==> config.mk <==
export PLATFORM = sky130hd
export DESIGN_NAME = match_controller
export DESIGN_NICKNAME = d
export VERILOG_FILES = /design/src/rtl/match_controller.sv
export SDC_FILE = /design/constraint.sdc
export NUM_CORES = 1
export LEC_CHECK = 0
export ABC_AREA = 1
export CAP_MARGIN = 20
export CORE_ASPECT_RATIO = 0.75
export CORE_MARGIN = 2
export CORE_UTILIZATION = 46
export CTS_CLUSTER_SIZE = 28
export DETAILED_ROUTE_END_ITERATION = 8
export PLACE_DENSITY = 0.66
export SLEW_MARGIN = 20
export SYNTH_ARGS = -nofsm -noshare
export SYNTH_HDL_FRONTEND = slang
export SYNTH_SLANG_ARGS = --single-unit
==> constraint.sdc <==
create_clock -name clk_0 -period 2.5 [get_ports clk_0]
set_input_delay 0.625 -clock clk_0 [delete_from_list [all_inputs] [get_ports clk_0]]
set_output_delay 0.625 -clock clk_0 [all_outputs]
set_load 0.03 [all_outputs]
==> src/rtl/match_controller.sv <==
// -----------------------------------------------------------------------------
// match_controller
//
// Game-flow sequencer for the Pong console. It steps through the
// serve / rally / point / game-over cycle and keeps both players' scores.
// It also gates the ball-motion datapath and the AI paddle with enable
// levels and a recentre strobe. Runs entirely in the pixel clock domain.
//
// Parameters
//   SERVE_FRAMES  frames the ball is held centred before a rally (1..255)
//   POINT_FRAMES  frames the game freezes after a point        (1..255)
//   WIN_SCORE     score that ends the match                    (1..15)
//
// Ports
//   clk_0        in   pixel clock (25.175 MHz), the only clock
//   rst          in   asynchronous, active-low reset
//   frame_tick   in   one-cycle pulse per frame (start of vblank)
//   start_btn    in   synchronised, debounced start button level
//   miss_left    in   one-cycle pulse: ball lost on the player (left) side
//   miss_right   in   one-cycle pulse: ball lost on the AI (right) side
//   ball_run     out  ball motion enable (RALLY only)
//   ball_reset   out  one-cycle recentre strobe on the first SERVE cycle
//   serve_dir    out  serve direction, 0 = left, 1 = right
//   ai_enable    out  AI paddle tracking enable (SERVE and RALLY)
//   score_left   out  player score
//   score_right  out  AI score
//   game_over    out  match finished (OVER only)
//   winner       out  valid while game_over: 0 = left, 1 = right
//   state        out  current state code, for display/debug
//
// All outputs come straight from flops. The enable/strobe outputs are
// decoded from the next state, so they change on the same edge as the
// state itself.
// -----------------------------------------------------------------------------
module match_controller #(
    parameter int SERVE_FRAMES = 60,
    parameter int POINT_FRAMES = 90,
    parameter int WIN_SCORE    = 7
) (
    input  logic       clk_0,
    input  logic       rst,
    input  logic       frame_tick,
    input  logic       start_btn,
    input  logic       miss_left,
    input  logic       miss_right,
    output logic       ball_run,
    output logic       ball_reset,
    output logic       serve_dir,
    output logic       ai_enable,
    output logic [3:0] score_left,
    output logic [3:0] score_right,
    output logic       game_over,
    output logic       winner,
    output logic [2:0] state
);

    // State encoding. The codes are visible on the state port.
    localparam logic [2:0] ST_IDLE  = 3'd0;
    localparam logic [2:0] ST_SERVE = 3'd1;
    localparam logic [2:0] ST_RALLY = 3'd2;
    localparam logic [2:0] ST_POINT = 3'd3;
    localparam logic [2:0] ST_OVER  = 3'd4;

    localparam logic [7:0] SERVE_LIMIT = 8'(SERVE_FRAMES);
    localparam logic [7:0] POINT_LIMIT = 8'(POINT_FRAMES);
    localparam logic [3:0] WIN_LIMIT   = 4'(WIN_SCORE);

    // Registered state and datapath
    logic [2:0] state_q,       state_d;
    logic       start_prev_q,  start_prev_d;
    logic [7:0] frame_cnt_q,   frame_cnt_d;
    logic [3:0] score_left_q,  score_left_d;
    logic [3:0] score_right_q, score_right_d;
    logic       serve_dir_q,   serve_dir_d;

    // Registered outputs
    logic       ball_run_q,    ball_run_d;
    logic       ball_reset_q,  ball_reset_d;
    logic       ai_enable_q,   ai_enable_d;
    logic       game_over_q,   game_over_d;
    logic       winner_q,      winner_d;

    // Shared decode terms
    logic       start_edge;
    logic [7:0] frame_cnt_inc;
    logic       serve_done;
    logic       point_done;
    logic [3:0] score_left_inc;
    logic [3:0] score_right_inc;
    logic       left_wins;
    logic       right_wins;
    logic       state_entry;

    // start_prev_q resets to 1, so a button held through reset gives no edge.
    assign start_edge    = start_btn & ~start_prev_q;
    assign start_prev_d  = start_btn;

    // A state exits when the tick being counted brings the count to its limit.
    assign frame_cnt_inc = frame_cnt_q + 8'd1;
    assign serve_done    = frame_tick && (frame_cnt_inc == SERVE_LIMIT);
    assign point_done    = frame_tick && (frame_cnt_inc == POINT_LIMIT);

    // Saturating increments: the limit check happens before the store, so a
    // score can never climb past WIN_LIMIT or wrap in four bits.
    assign score_left_inc  = (score_left_q  < WIN_LIMIT) ? (score_left_q  + 4'd1) : score_left_q;
    assign score_right_inc = (score_right_q < WIN_LIMIT) ? (score_right_q + 4'd1) : score_right_q;
    assign left_wins       = (score_left_inc  == WIN_LIMIT);
    assign right_wins      = (score_right_inc == WIN_LIMIT);

    // Any state change, including recovery from an illegal code, is an entry.
    assign state_entry     = (state_d != state_q);

    // State register
    always_ff @(posedge clk_0 or negedge rst) begin
        if (!rst) begin
            state_q <= ST_IDLE;
        end else begin
            state_q <= state_d;
        end
    end

    // Next-state logic; miss_left has priority when both misses coincide.
    always_comb begin
        state_d = state_q;
        case (state_q)
            ST_IDLE: begin
                if (start_edge) begin
                    state_d = ST_SERVE;
                end else begin
                    state_d = ST_IDLE;
                end
            end
            ST_SERVE: begin
                if (serve_done) begin
                    state_d = ST_RALLY;
                end else begin
                    state_d = ST_SERVE;
                end
            end
            ST_RALLY: begin
                if (miss_left) begin
                    state_d = right_wins ? ST_OVER : ST_POINT;
                end else if (miss_right) begin
                    state_d = left_wins ? ST_OVER : ST_POINT;
                end else begin
                    state_d = ST_RALLY;
                end
            end
            ST_POINT: begin
                if (point_done) begin
                    state_d = ST_SERVE;
                end else begin
                    state_d = ST_POINT;
                end
            end
            ST_OVER: begin
                if (start_edge) begin
                    state_d = ST_IDLE;
                end else begin
                    state_d = ST_OVER;
                end
            end
            default: begin
                state_d = ST_IDLE;
            end
        endcase
    end

    // Frame counter, scores and serve direction.
    always_comb begin
        frame_cnt_d   = frame_cnt_q;
        score_left_d  = score_left_q;
        score_right_d = score_right_q;
        serve_dir_d   = serve_dir_q;

        // A tick on the entry edge is swallowed by the reload to zero.
        if (state_entry) begin
            frame_cnt_d = 8'd0;
        end else if (frame_tick && ((state_q == ST_SERVE) || (state_q == ST_POINT))) begin
            frame_cnt_d = frame_cnt_inc;
        end else begin
            frame_cnt_d = frame_cnt_q;
        end

        case (state_q)
            ST_IDLE: begin
                if (start_edge) begin
                    score_left_d  = 4'd0;
                    score_right_d = 4'd0;
                    serve_dir_d   = 1'b1;
                end else begin
                    serve_dir_d   = serve_dir_q;
                end
            end
            ST_RALLY: begin
                if (miss_left) begin
                    score_right_d = score_right_inc;
                    serve_dir_d   = 1'b0;
                end else if (miss_right) begin
                    score_left_d  = score_left_inc;
                    serve_dir_d   = 1'b1;
                end else begin
                    serve_dir_d   = serve_dir_q;
                end
            end
            default: begin
                serve_dir_d = serve_dir_q;
            end
        endcase
    end

    // Output decode from the next state so outputs move with the state.
    always_comb begin
        ball_run_d   = 1'b0;
        ai_enable_d  = 1'b0;
        game_over_d  = 1'b0;
        winner_d     = 1'b0;
        // Recentre strobe only on the edge that enters SERVE.
        ball_reset_d = (state_d == ST_SERVE) && (state_q != ST_SERVE);
        case (state_d)
            ST_SERVE: begin
                ai_enable_d = 1'b1;
            end
            ST_RALLY: begin
                ball_run_d  = 1'b1;
                ai_enable_d = 1'b1;
            end
            ST_OVER: begin
                game_over_d = 1'b1;
                winner_d    = (score_right_d == WIN_LIMIT);
            end
            default: begin
                ball_run_d  = 1'b0;
            end
        endcase
    end

    // Datapath and output registers.
    always_ff @(posedge clk_0 or negedge rst) begin
        if (!rst) begin
            start_prev_q  <= 1'b1;
            frame_cnt_q   <= 8'd0;
            score_left_q  <= 4'd0;
            score_right_q <= 4'd0;
            serve_dir_q   <= 1'b1;
            ball_run_q    <= 1'b0;
            ball_reset_q  <= 1'b0;
            ai_enable_q   <= 1'b0;
            game_over_q   <= 1'b0;
            winner_q      <= 1'b0;
        end else begin
            start_prev_q  <= start_prev_d;
            frame_cnt_q   <= frame_cnt_d;
            score_left_q  <= score_left_d;
            score_right_q <= score_right_d;
            serve_dir_q   <= serve_dir_d;
            ball_run_q    <= ball_run_d;
            ball_reset_q  <= ball_reset_d;
            ai_enable_q   <= ai_enable_d;
            game_over_q   <= game_over_d;
            winner_q      <= winner_d;
        end
    end

    assign ball_run    = ball_run_q;
    assign ball_reset  = ball_reset_q;
    assign serve_dir   = serve_dir_q;
    assign ai_enable   = ai_enable_q;
    assign score_left  = score_left_q;
    assign score_right = score_right_q;
    assign game_over   = game_over_q;
    assign winner      = winner_q;
    assign state       = state_q;

endmodule
* Word level (Yosys, flattened, before mapping)
Cells that the tools add are included.
Widths: inputs -> output; s select.
** Word-level totals
- Register bits after elaboration :: 26
- Word-level logic and storage cells :: 75
- Output and inout port bits :: 17
- Input port bits :: 6
** Cells by class
- Reduce and logical (&&, ||, !) cells :: 11
- Bitwise logic cells :: 2
- Eq/ne operators :: 18
- $add $sub $neg :: 3
- $lt $le $gt $ge :: 2
- Muxes and demuxes :: 28
** Operator list (count)
- $mux 4 :: 7
- $mux 8 :: 2
- $pmux 4 s2 :: 2
- $mux 3 :: 5
- $pmux 3 s5 :: 1
- $eq 4x3->1 const B :: 3
- $eq 3x2->1 const B :: 3
- $add 4x1->4 const B :: 2
- $add 8x1->8 const B :: 1
- $eq 8x6->1 const B :: 1
- $eq 8x7->1 const B :: 1
- $lt 4x3->1 const B :: 2
- $mux 1 :: 8
- $eq 3x1->1 const B :: 2
- $eq 3x3->1 const B :: 2
- $ne 2x2->1 const B :: 3
- $logic_and 1x1->1 :: 4
- $mux 2 :: 2
- $reduce_and 4->1 :: 1
- $reduce_bool 2->1 :: 2
- $logic_not 3->1 :: 1
- $ne 3x1->1 const B :: 1
- $ne 3x3->1 :: 1
- $ne 3x3->1 const B :: 1
- other kinds (6) :: 6

* Depth between registers and ports, before layout
- Depth in word-level cells :: 10
- Mapped depth :: 15
- Gate-level depth less buffers :: 15

* Worst setup path before layout
OpenSTA, ideal clock, no wires.
- Path type :: flip-flop to flip-flop
- Start point :: register score_left_q[0], in the netlist score_left[0]
- End point :: register frame_cnt_q[5]
- Setup slack :: 515 ps
- Library setup time :: 122 ps
- Period minus slack after synthesis :: 1985 ps
- Path buffers :: 0
- Stages on the path, launching flop included :: 16
- Data required time :: 2378 ps
- Arrival time :: 1863 ps
- Cells stage by stage :: dfrtp_1 ha_1 nand2_1 nand2_1 nand2_1 nand2_1 nor2_1 nand2_1 nand2_1 nand2_1 nor2_1 nand2_2 nand2_1 nand2_2 nand3_4 nor2_2
** On the way
- Word-level cells in the longest chain between the ends :: 9
- Elaborated cells on any way between the ends :: 11
- Those cells by class :: add/sub: 1; order compare: 1; eq/ne: 2; mux: 6; reduce/logical: 1
** Ends and longest elaborated chain
- start: declaration :: RTL line 72 : logic [3:0] score_left_q, score_left_d;
- start signal: assignment :: RTL line 254 : score_left_q <= score_left_d;
- $add 4x1->4 / $lt 4x3->1 (equally long branches) :: RTL line 105 : assign score_left_inc = (score_left_q < WIN_LIMIT) ? (score_left_q + 4'd1) : score_left_q;
- $mux 4 (*) :: RTL line 105
- $eq 4x3->1 (*) :: RTL line 107 : assign left_wins = (score_left_inc == WIN_LIMIT);
- $mux 3 (*) :: RTL line 144 : state_d = left_wins ? ST_OVER : ST_POINT;
- $mux 3 (*) :: RTL line 143 : end else if (miss_right) begin
- $mux 3 (*) :: RTL line 141 : if (miss_left) begin
- $pmux 3 s5 (*) :: RTL line 125 : case (state_q)
- via state_d[0] :: RTL line 69 : logic [2:0] state_q, state_d;
- $ne 3x3->1 (*) :: RTL line 111 : assign state_entry = (state_d != state_q);
- $mux 8 / $reduce_bool 2->1 (equally long branches)
- end signal: assignment :: RTL line 253 : frame_cnt_q <= frame_cnt_d;
- end: declaration :: RTL line 71 : logic [7:0] frame_cnt_q, frame_cnt_d;
Mark *: on every way through the listed nets, which the timed path passes. The rest lies on a longest branch.
A chain may end at the register's enable or synchronous reset.

* Worst setup path in the final report
- Start point :: input start_btn
- End point :: register frame_cnt_q[3]
** On the way
- Word-level cells in the longest chain between the ends :: 5
- Elaborated cells on any way between the ends :: 7
- Those cells by class :: eq/ne: 1; mux: 4; bitwise: 1; reduce/logical: 1
** Ends and longest elaborated chain
- start: declaration :: RTL line 43 : input logic start_btn,
- $and 1x1->1 (*) :: RTL line 95 : assign start_edge = start_btn & ~start_prev_q;
- $mux 1 (*) :: RTL line 127 : if (start_edge) begin
- $pmux 3 s5 (*) :: RTL line 125
- via state_d[0] :: RTL line 69
- $ne 3x3->1 (*) :: RTL line 111
- $mux 8 / $reduce_bool 2->1 (equally long branches)
Marked as above.

==> metrics.txt <==
Cell Area, Synth=1610 sq um; PwrDens=~1000 nW/um^2; diodes inserted=0; Yosys reg bits=26; flop-to-flop setup slack=0.41 ns; Fin. Hold Viols=0; CORE AREA=between 3000 and 4000 sq um; Clk Latency, worst-skew pair=0.27 ns; Vias=1,426; fraction of layout cells with a size suffix above 1=0.156; slowest CP cell=clkdlybuf4s50_1; DRC viols=0; most frequent cells in the layout=nand2_1, inv_1, dfrtp_1, nor2_1, clkdlybuf4s50_1; M1 GR Usage=0.296; wire per inst=around 12 um; CTS tree=yes; Syn. warnings=0; Worst R2R Path Depth=15; Max Freq=about 470 MHz; vias in the first global route=between 1,000 and 1,500; Layout Nets=roughly 260; Worst Max-Slew Pin Slew=around 0.32 ns; ANT nets after route=0; CP Cell Sequence=clkdlybuf4s50_1 -> inv_1 -> nor2_1 -> o21ai_1 -> nor2_1 -> nor2_1 -> nand2_1 -> nor2_1 -> nand2_2 -> nand2_1 -> nand2_2 -> nand3_4 -> nor2_2; Placer Congestion=around 0.89; Area Growth Syn to Fin=22.4%; status=complete, no violations; Sum Neg Setup Slack=0 ns; most frequent CP cell=nor2_1; min Tclk post-route=roughly 2.1 ns; Total GRT Usage=0.195; Setup Viol. Count Final=0; M3 GR Usage=0.0489; placed cell area=~1900 sq um; max_slew headroom=0.787; post-synth cell types=26; H-tree levels=1; Final HPWL DP=approximately 2700 um; CTS root buf=clkbuf_8; GR peak layer=met1; Peak supply drop=~0.00056 V; startpoint class of the critical path=primary input; GRT overflow=0; Hold Path Class=reg -> reg; commonest non-fill, non-tap cell in the layout=nand2_1; Mapped Cells=roughly 220; CTS buffer count=3; MaxCap Viol Count=0; Initial DRC Count=82; setup repair after global routing missed its margin=no; hold_sp=serve_dir; Top-Level Pins=23; Setup Fix Bufs, Post-CTS=0; R2R Path End=frame_cnt_q[3]; WP data required=approximately 2.7 ns; Leak Pwr=approximately 1 nW; clk sinks=26; pre-CTS WS=between 0.05 and 0.06 ns; TritonRoute pass-1 iters=4; worst r2r src=score_left[0]; Post-CTS Hold Buffers=0; die area=3990 sq um; post-cts sizing count=0; syn avg cell area=7.24 sq um; Arr. time, crit path=approximately 2.3 ns; CTS Buffer Depth=2; Crit. End Element=flip-flop; Synth Net Count=233; CP max stage delay=about 0.42 ns; Max Slew Vio Count=0; starting density of the core=0.485; global-route wire length before repair=about 5900 um; Max Clock Skew=approximately 0.0068 ns; Post-Route WL=3390 um; via density per instance=4.92; antenna violations before repair=0; final worst setup slack=~0.36 ns; Die Y=55.2 um; met2 usage=0.274; Design Area, Final=about 2000 sq um; sequential area share after synthesis=0.407; Die X=a little over 70 um; Worst Path Max Fanout=8; largest net degree at the start of global routing=27; Row Count=18; WS Path Type=in -> reg; PortBufs=22; Hold Path End=serve_dir; final period utilization=0.857; Hold Path Depth=2; clock transition at the registers of the reported paths=around 0.09 ns
-- critical path: cells and delay by family --
| family | cells | cell delay (ns) |
|---|---|---|
| simple gates | 10 | 0.94 |
| buf+inv | 2 | 0.48 |
| compound gates | 1 | 0.26 |
-- synthesized netlist by cell type (all sizes together) --
cell type  number  area share
dfrtp          24        0.37
buf             2      0.0078
a31oi           4       0.016
nand4           6       0.023
dfstp           2       0.033
nand2          70        0.17
a21oi           4       0.012
ha              5       0.039
inv            34       0.079
nor2           35        0.11
or4             1      0.0047
nand3b          1      0.0047
nand3          15       0.061
xor2            1      0.0055
o21ai          14       0.044
nor3            1      0.0062
o21bai          1      0.0047
o22ai           2      0.0078
-- stage by stage --
step	power (mW)	utilization	hold slack (ns)	instances
2_1_floorplan	1.30	-	0.329	222
3_3_place_gp	1.58	0.572	0.500	286
3_5_place_dp	1.59	0.572	0.495	286
4_1_cts	1.94	0.594	0.507	290
5_1_grt	2.08	0.594	0.529	290
6_report	1.93	0.594	0.501	290
-- how the worst max path moves through the flow --
stage	from	endpoint	slack, ns	cells past startpoint
after floorplan	score_left[0]	frame_cnt_q[5]	0.51	15
after global placement	start_btn	frame_cnt_q[1]	0.08	13
after detailed placement	start_btn	frame_cnt_q[3]	0.06	13
after CTS	state[1]	state[1]	0.34	1
after global routing	score_left[0]	frame_cnt_q[6]	0.14	15
final	start_btn	frame_cnt_q[3]	0.36	13
-- metal layers --
metal,part of all wire,vias to the layer above
met1,0.56,643
met2,0.39,24
met3,0.038,2
li1,-,757
met5,0,-
met4,0.0092,0
-- final cells by class --
type / count / area, sq um
fillers: 326 / 1350
well taps: 40 / 50.0
multi-input cells: 160 / 813
repair buffers: 26 / 250
inverters: 34 / 128
clock inverters: 1 / 30.0
flip-flops and latches: 26 / 653
clock buffers: 3 / 41.3
-- cells by family (layout without fill, tap and decap cells) --
group | after synthesis | in the layout | synth area share
compound gates | 25 | 25 | 0.0841
xor+xnor | 1 | 1 | 0.00545
fa+ha+maj | 5 | 5 | 0.0389
buf+inv | 36 | 64 | 0.0872
flops | 26 | 26 | 0.407
simple gates | 129 | 129 | 0.378
-- flip-flops by register name, summed over array words and instances (netlist names) --
| register | flops |
|---|---|
| ball_reset | 1 |
| serve_dir | 1 |
| game_over | 1 |
| winner | 1 |
| start_prev_q | 1 |
| score_left | 4 |
| score_right | 4 |
| state | 3 |
| frame_cnt_q | 8 |
| ai_enable | 1 |
| ball_run | 1 |
-- report_power, final --
part	switching [mW]	internal [mW]	leakage, nW
clock	0.130	0.214	0.0357
sequential	0.102	0.526	0.343
combinational	0.611	0.342	0.621
Power figures use the tool's default switching activity.
